<file path="config.mk">
export PLATFORM = sky130hd
export DESIGN_NAME = leaf_router
export DESIGN_NICKNAME = d
export VERILOG_FILES = /design/src/rtl/leaf_router.sv
export SDC_FILE = /design/constraint.sdc
export NUM_CORES = 1
export LEC_CHECK = 0
export BUFFER_PORTS_ARGS = -buffer_cell sky130_fd_sc_hd__buf_4
export CORE_MARGIN = 3
export CORE_UTILIZATION = 60
export DETAILED_ROUTE_END_ITERATION = 16
export GPL_TIMING_DRIVEN = 0
export PLACE_DENSITY = 0.79
export SLEW_MARGIN = 30
export SYNTH_ARGS = -nofsm -noshare
export SYNTH_HDL_FRONTEND = slang
export SYNTH_SLANG_ARGS = --single-unit
</file>
<file path="constraint.sdc">
create_clock -name clk -period 16.5 [get_ports clk]
set_clock_uncertainty 0.2 [all_clocks]
set_input_delay 2.475 -clock clk [delete_from_list [all_inputs] [get_ports clk]]
set_output_delay 2.475 -clock clk [all_outputs]
set_load 0.02 [all_outputs]
</file>
<file path="src/rtl/leaf_router.sv">
// leaf_router: group-level router joining four leaf links and one uplink.
// Per-input FIFOs, header steering, round-robin arbitration per output port.
module leaf_router #(
   parameter int unsigned GROUP_ID   = 8,
   parameter int unsigned DATA_W     = 16,
   parameter int unsigned FIFO_DEPTH = 4
) (
   input  logic                clk,
   input  logic                reset,
   input  logic [4*DATA_W-1:0] leaf_data_in,
   input  logic [3:0]          leaf_valid_in,
   output logic [3:0]          leaf_ready_out,
   output logic [4*DATA_W-1:0] leaf_data_out,
   output logic [3:0]          leaf_valid_out,
   input  logic [DATA_W-1:0]   up_data_in,
   input  logic                up_valid_in,
   output logic                up_ready_out,
   output logic [DATA_W-1:0]   up_data_out,
   output logic                up_valid_out,
   input  logic                up_ready_in,
   output logic [7:0]          drop_count
);

   localparam int unsigned N_PORT  = 5;
   localparam int unsigned UP      = 4;
   localparam int unsigned PTR_W   = $clog2(FIFO_DEPTH);
   localparam int unsigned CNT_W   = PTR_W + 1;
   localparam int unsigned SEL_W   = 3;
   localparam int unsigned HDR_LSB = DATA_W - 6;

   logic [DATA_W-1:0] mem      [N_PORT][FIFO_DEPTH];
   logic [PTR_W-1:0]  rd_ptr   [N_PORT];
   logic [PTR_W-1:0]  wr_ptr   [N_PORT];
   logic [CNT_W-1:0]  count    [N_PORT];
   logic [SEL_W-1:0]  rr_next  [N_PORT];

   logic [DATA_W-1:0] in_data  [N_PORT];
   logic [N_PORT-1:0] in_valid;
   logic [DATA_W-1:0] head     [N_PORT];
   logic [N_PORT-1:0] head_vld;
   logic [N_PORT-1:0] head_drop;
   logic [SEL_W-1:0]  head_dst [N_PORT];
   logic [N_PORT-1:0] req      [N_PORT];
   logic [N_PORT-1:0] gnt_vld;
   logic [SEL_W-1:0]  gnt_idx  [N_PORT];
   logic [N_PORT-1:0] pop;
   logic [N_PORT-1:0] push;
   logic [N_PORT-1:0] ovf;
   logic [3:0]        drop_events;
   logic [8:0]        drop_sum;

   function automatic logic [SEL_W-1:0] wrap_idx(input logic [SEL_W-1:0] base,
                                                 input int unsigned off);
      int unsigned s;
      s = 32'(base) + off;
      if (s >= N_PORT) s = s - N_PORT;
      return SEL_W'(s);
   endfunction

   // Flatten the five input links into one indexable view (uplink is index 4).
   always_comb begin
      for (int i = 0; i < 4; i++) begin
         in_data[i] = leaf_data_in[i*DATA_W +: DATA_W];
      end
      in_data[UP] = up_data_in;
      in_valid    = {up_valid_in, leaf_valid_in};
   end

   // Head decode: local group -> leaf, group 0 or foreign-from-uplink -> drop, else uplink.
   always_comb begin
      for (int i = 0; i < N_PORT; i++) begin
         head[i]      = mem[i][rd_ptr[i]];
         head_vld[i]  = (count[i] != '0);
         head_dst[i]  = SEL_W'(UP);
         head_drop[i] = 1'b0;
         if (head[i][DATA_W-1 -: 4] == 4'(GROUP_ID)) begin
            head_dst[i] = {1'b0, head[i][HDR_LSB +: 2]};
         end else if (i == UP || head[i][DATA_W-1 -: 4] == 4'h0) begin
            head_drop[i] = head_vld[i];
         end
      end
   end

   always_comb begin
      for (int o = 0; o < N_PORT; o++) begin
         for (int i = 0; i < N_PORT; i++) begin
            req[o][i] = head_vld[i] && !head_drop[i] && (head_dst[i] == SEL_W'(o));
         end
      end
   end

   // Round-robin: scan offsets high to low so the nearest requester after rr_next wins.
   always_comb begin
      for (int o = 0; o < N_PORT; o++) begin
         gnt_vld[o] = 1'b0;
         gnt_idx[o] = '0;
         for (int k = N_PORT - 1; k >= 0; k--) begin
            if (req[o][wrap_idx(rr_next[o], k)]) begin
               gnt_vld[o] = 1'b1;
               gnt_idx[o] = wrap_idx(rr_next[o], k);
            end
         end
         if (o == UP && !up_ready_in) gnt_vld[o] = 1'b0;
      end
   end

   always_comb begin
      pop = head_drop;
      for (int o = 0; o < N_PORT; o++) begin
         if (gnt_vld[o]) pop[gnt_idx[o]] = 1'b1;
      end
   end

   always_comb begin
      push        = '0;
      ovf         = '0;
      drop_events = '0;
      for (int i = 0; i < N_PORT; i++) begin
         push[i]     = in_valid[i] && (count[i] != CNT_W'(FIFO_DEPTH));
         ovf[i]      = in_valid[i] && (count[i] == CNT_W'(FIFO_DEPTH));
         drop_events = drop_events + 4'(head_drop[i]) + 4'(ovf[i]);
      end
      drop_sum = {1'b0, drop_count} + 9'(drop_events);
   end

   // Ready keeps one slot free for the flit already in flight.
   always_comb begin
      for (int i = 0; i < 4; i++) begin
         leaf_ready_out[i] = !reset && (count[i] <= CNT_W'(FIFO_DEPTH - 2));
      end
      up_ready_out = !reset && (count[UP] <= CNT_W'(FIFO_DEPTH - 2));
   end

   always_ff @(posedge clk) begin
      if (reset) begin
         for (int i = 0; i < N_PORT; i++) begin
            rd_ptr[i]  <= '0;
            wr_ptr[i]  <= '0;
            count[i]   <= '0;
            rr_next[i] <= '0;
         end
         leaf_data_out  <= '0;
         leaf_valid_out <= '0;
         up_data_out    <= '0;
         up_valid_out   <= 1'b0;
         drop_count     <= '0;
      end else begin
         for (int i = 0; i < N_PORT; i++) begin
            if (push[i]) begin
               mem[i][wr_ptr[i]] <= in_data[i];
               wr_ptr[i]         <= wr_ptr[i] + PTR_W'(1);
            end
            if (pop[i]) rd_ptr[i] <= rd_ptr[i] + PTR_W'(1);
            case ({push[i], pop[i]})
               2'b10:   count[i] <= count[i] + CNT_W'(1);
               2'b01:   count[i] <= count[i] - CNT_W'(1);
               default: ;
            endcase
            if (gnt_vld[i]) rr_next[i] <= wrap_idx(gnt_idx[i], 1);
         end
         for (int o = 0; o < 4; o++) begin
            leaf_valid_out[o] <= gnt_vld[o];
            if (gnt_vld[o]) leaf_data_out[o*DATA_W +: DATA_W] <= head[gnt_idx[o]];
         end
         up_valid_out <= gnt_vld[UP];
         if (gnt_vld[UP]) up_data_out <= head[gnt_idx[UP]];
         drop_count <= drop_sum[8] ? 8'hFF : drop_sum[7:0];
      end
   end

endmodule
</file>
==> impl_metrics.ini <==
[timing]
worst_pin_slew_ps = 1074
setup_ws_ps = 9538
hold_viol = 0
setup_viol = 0
setup_tns_ps = 0
hold-worst-slack_ps = 248.2
slew_headroom_pct = 28.40
rsz0062_at_grt = false
layout_min_cycle_time_ps = 6962
fmax_ghz = 0.1436
maxSlewViolCount = 0
post-route-period-util_pct = 42.19

[setup_path]
crit_fanout = 10
critPathKind = primary input to output pin
worstPathRequired_ps = 13820
end_kind = output pin
crit_arrival_ps = 4290
start_kind = primary input

[route]
viasPerCell = 6.861
drt-pass1-iter-count = 8
drt_iter0_drc = 2635
wl_per_cell_um = 27.53
drc = 0
ant_nets = 0
via_count = 20920
drt_wl_total_um = 83930

[synthesis]
yosys_warnings = 0
ys_ff_latch = 463
synthCells = 2239
synth_edf_count = 370
synth_ff_type = edfxtp_1
ys_seq_area_share_pct = 50.55
netlist_area_mm2 = 0.02566
async_flop_share_pct = 0
synthDistinctLibCells = 90
syn_area_per_cell_um2 = 11.46
syn_nets = 2421

[clock_tree]
clockBufferDepth = 3
clkSinkCount = 463
cts.clk_slew.worst_paths_ps = 60
cts_tree = yes
post_cts_resized = 0
postCtsSetupRepairBufs = 0
cts_buffers = 46
hold_buffers = 0
clock_latency_ps = 590
root_buffer = clkbuf_16
h-tree-depth = 2

[grt]
grt_remaining_overflow = 0
grt_pass1_wl_um = 124100
gr-usage-all-layers_pct = 36.63
grt_max_degree = 17
first_global_vias = 20370
antenna_found_initial = 2

[floorplan]
die_area_mm2 = 0.04529
start_util_pct = 60.91
rows = 75
die_y_um = 212.8
fp.coreArea_mm2 = 0.04213
fp.dieW_um = 212.8
ios = 186

[power_and_ir_drop]
power_per_cell_area_mw_per_mm2 = 221.2
p_leak_nw = 10.84
irDropWorstVdd_v = 0.0002166

[cells_and_area]
drive_above_1_share_pct = 16.41
fin_nets = 2656
fillers = 3003
areaGrowthSynthToFinish_pct = 14.25
diodes = 0
final_util_pct = 69.59

[place]
hpwl_um = 62500
place.gp.congestion = 0.9972
portBuffers = 184
pre_cts_ws_ps = 9600

[outcome]
status = finished clean

[hold_path]
min-delay-path-class = flop to flop

[flow_run]
cap_violations = 0
-- cells in the final DEF, fill, tap and decap left out, types with 21 or more instances in the layout --
cell type and count:
mux4_2 76, nor2b_1 29, nand2_1 186, nand2b_1 33, xnor2_1 32, nor3_1 60, a22oi_1 25, mux2i_1 85
and2_1 41, nor3b_1 23, o21ai_0 87, a221oi_1 28, ha_1 78, and3_1 27, nor2_1 130, clkbuf_16 46
or2_2 21, edfxtp_1 370, clkbuf_1 115, dfxtp_1 93, nand3_1 59, inv_1 88, a211oi_1 32, a21oi_1 115
a21o_1 24, buf_4 185
-- per-layer routing --
metal	part of all wire (%)	wire length [um]	GRT usage [%]
met1	37	31440	47.38
met2	47	39600	59.25
met3	9.3	7790	6.847
met4	6.0	5065	19.45
met5	0.036	30	0
-- worst paths after layout --
kind	endpoint	from	cells after the start	slack, ps
worst min-delay path	leaf_data_out[58]	leaf_data_out[58]	2	250
worst max register to register	rd_ptr[0][0]	rr_next[0][6]	17	9640
worst max-delay path	leaf_ready_out[3]	reset	5	9540
worst min register to register	leaf_data_out[58]	leaf_data_out[58]	2	250
-- report_power, final --
part / total [mW] / leakage [nW] / switching (mW) / internal [mW]
Clock: 1.06 / 0.728 / 0.458 / 0.600
Combinational: 3.76 / 5.92 / 2.43 / 1.33
Sequential: 1.66 / 4.19 / 0.156 / 1.51
-- critical path, cell delays in order --
cell and delay [ps]:
clkbuf_1 310, clkbuf_1 520, buf_1 540, a211oi_1 210
buf_4 220
-- state kept, by name (all words and copies together), names as in the netlist --
| signal | flops |
|---|---|
| mem | 320 |
| leaf_data_out | 64 |
| up_data_out | 16 |
| count | 15 |
| rr_next | 15 |
| rd_ptr | 10 |
| wr_ptr | 10 |
| drop_count | 8 |
| leaf_valid_out | 4 |
| up_valid_out | 1 |
-- kinds of logic after synthesis --
logic type / synth area share, %
AO/OA/AOI/OAI: 14.27
XOR/XNOR: 1.536
adder cells (fa/ha/maj): 5.051
buffers and inverters: 3.203
flip-flops: 50.55
multiplexers: 10.82
AND/OR/NAND/NOR: 14.58
-- cell type report --
cell class | count | area [um^2] | area share (%)
buffer | 121 | 474.2 | 1.617
clock buffer | 59 | 1240 | 4.229
clock inverter | 25 | 276.5 | 0.9430
inverter | 93 | 349.1 | 1.190
multi-input combinational | 1562 | 11940 | 40.71
sequential | 463 | 12970 | 44.24
tap | 539 | 674.4 | 2.300
timing repair buffer | 187 | 1399 | 4.770
-- cell usage after synthesis, types with 29 or more instances --
library cell  number  area (um^2)
a211oi_1          34        255.2
a21oi_1          116        580.6
and2_1            41        256.5
and3_1            29        181.4
clkbuf_1         107        401.6
dfxtp_1           93         1862
edfxtp_1         370        11110
ha_1              78        975.9
inv_1             88        330.3
mux2i_1           85        850.8
mux4_2            76         1712
nand2_1          186        698.2
nand2b_1          33        206.5
nand3_1           59        295.3
nor2_1           130        488.0
nor2b_1           29        181.4
nor3_1            64        320.3
o21ai_0           88        440.4
xnor2_1           32        280.3
-- per-stage QoR --
stage	instance area (um^2)	instances	total power, mW
detailed placement	27790	2965	5.300
floorplan	25660	2239	4.180
finish	29320	3049	6.486
CTS	29310	3049	6.380
global route	29320	3049	6.813
global placement	27720	2962	5.204
Note: power is estimated with default switching activity, not from simulation.
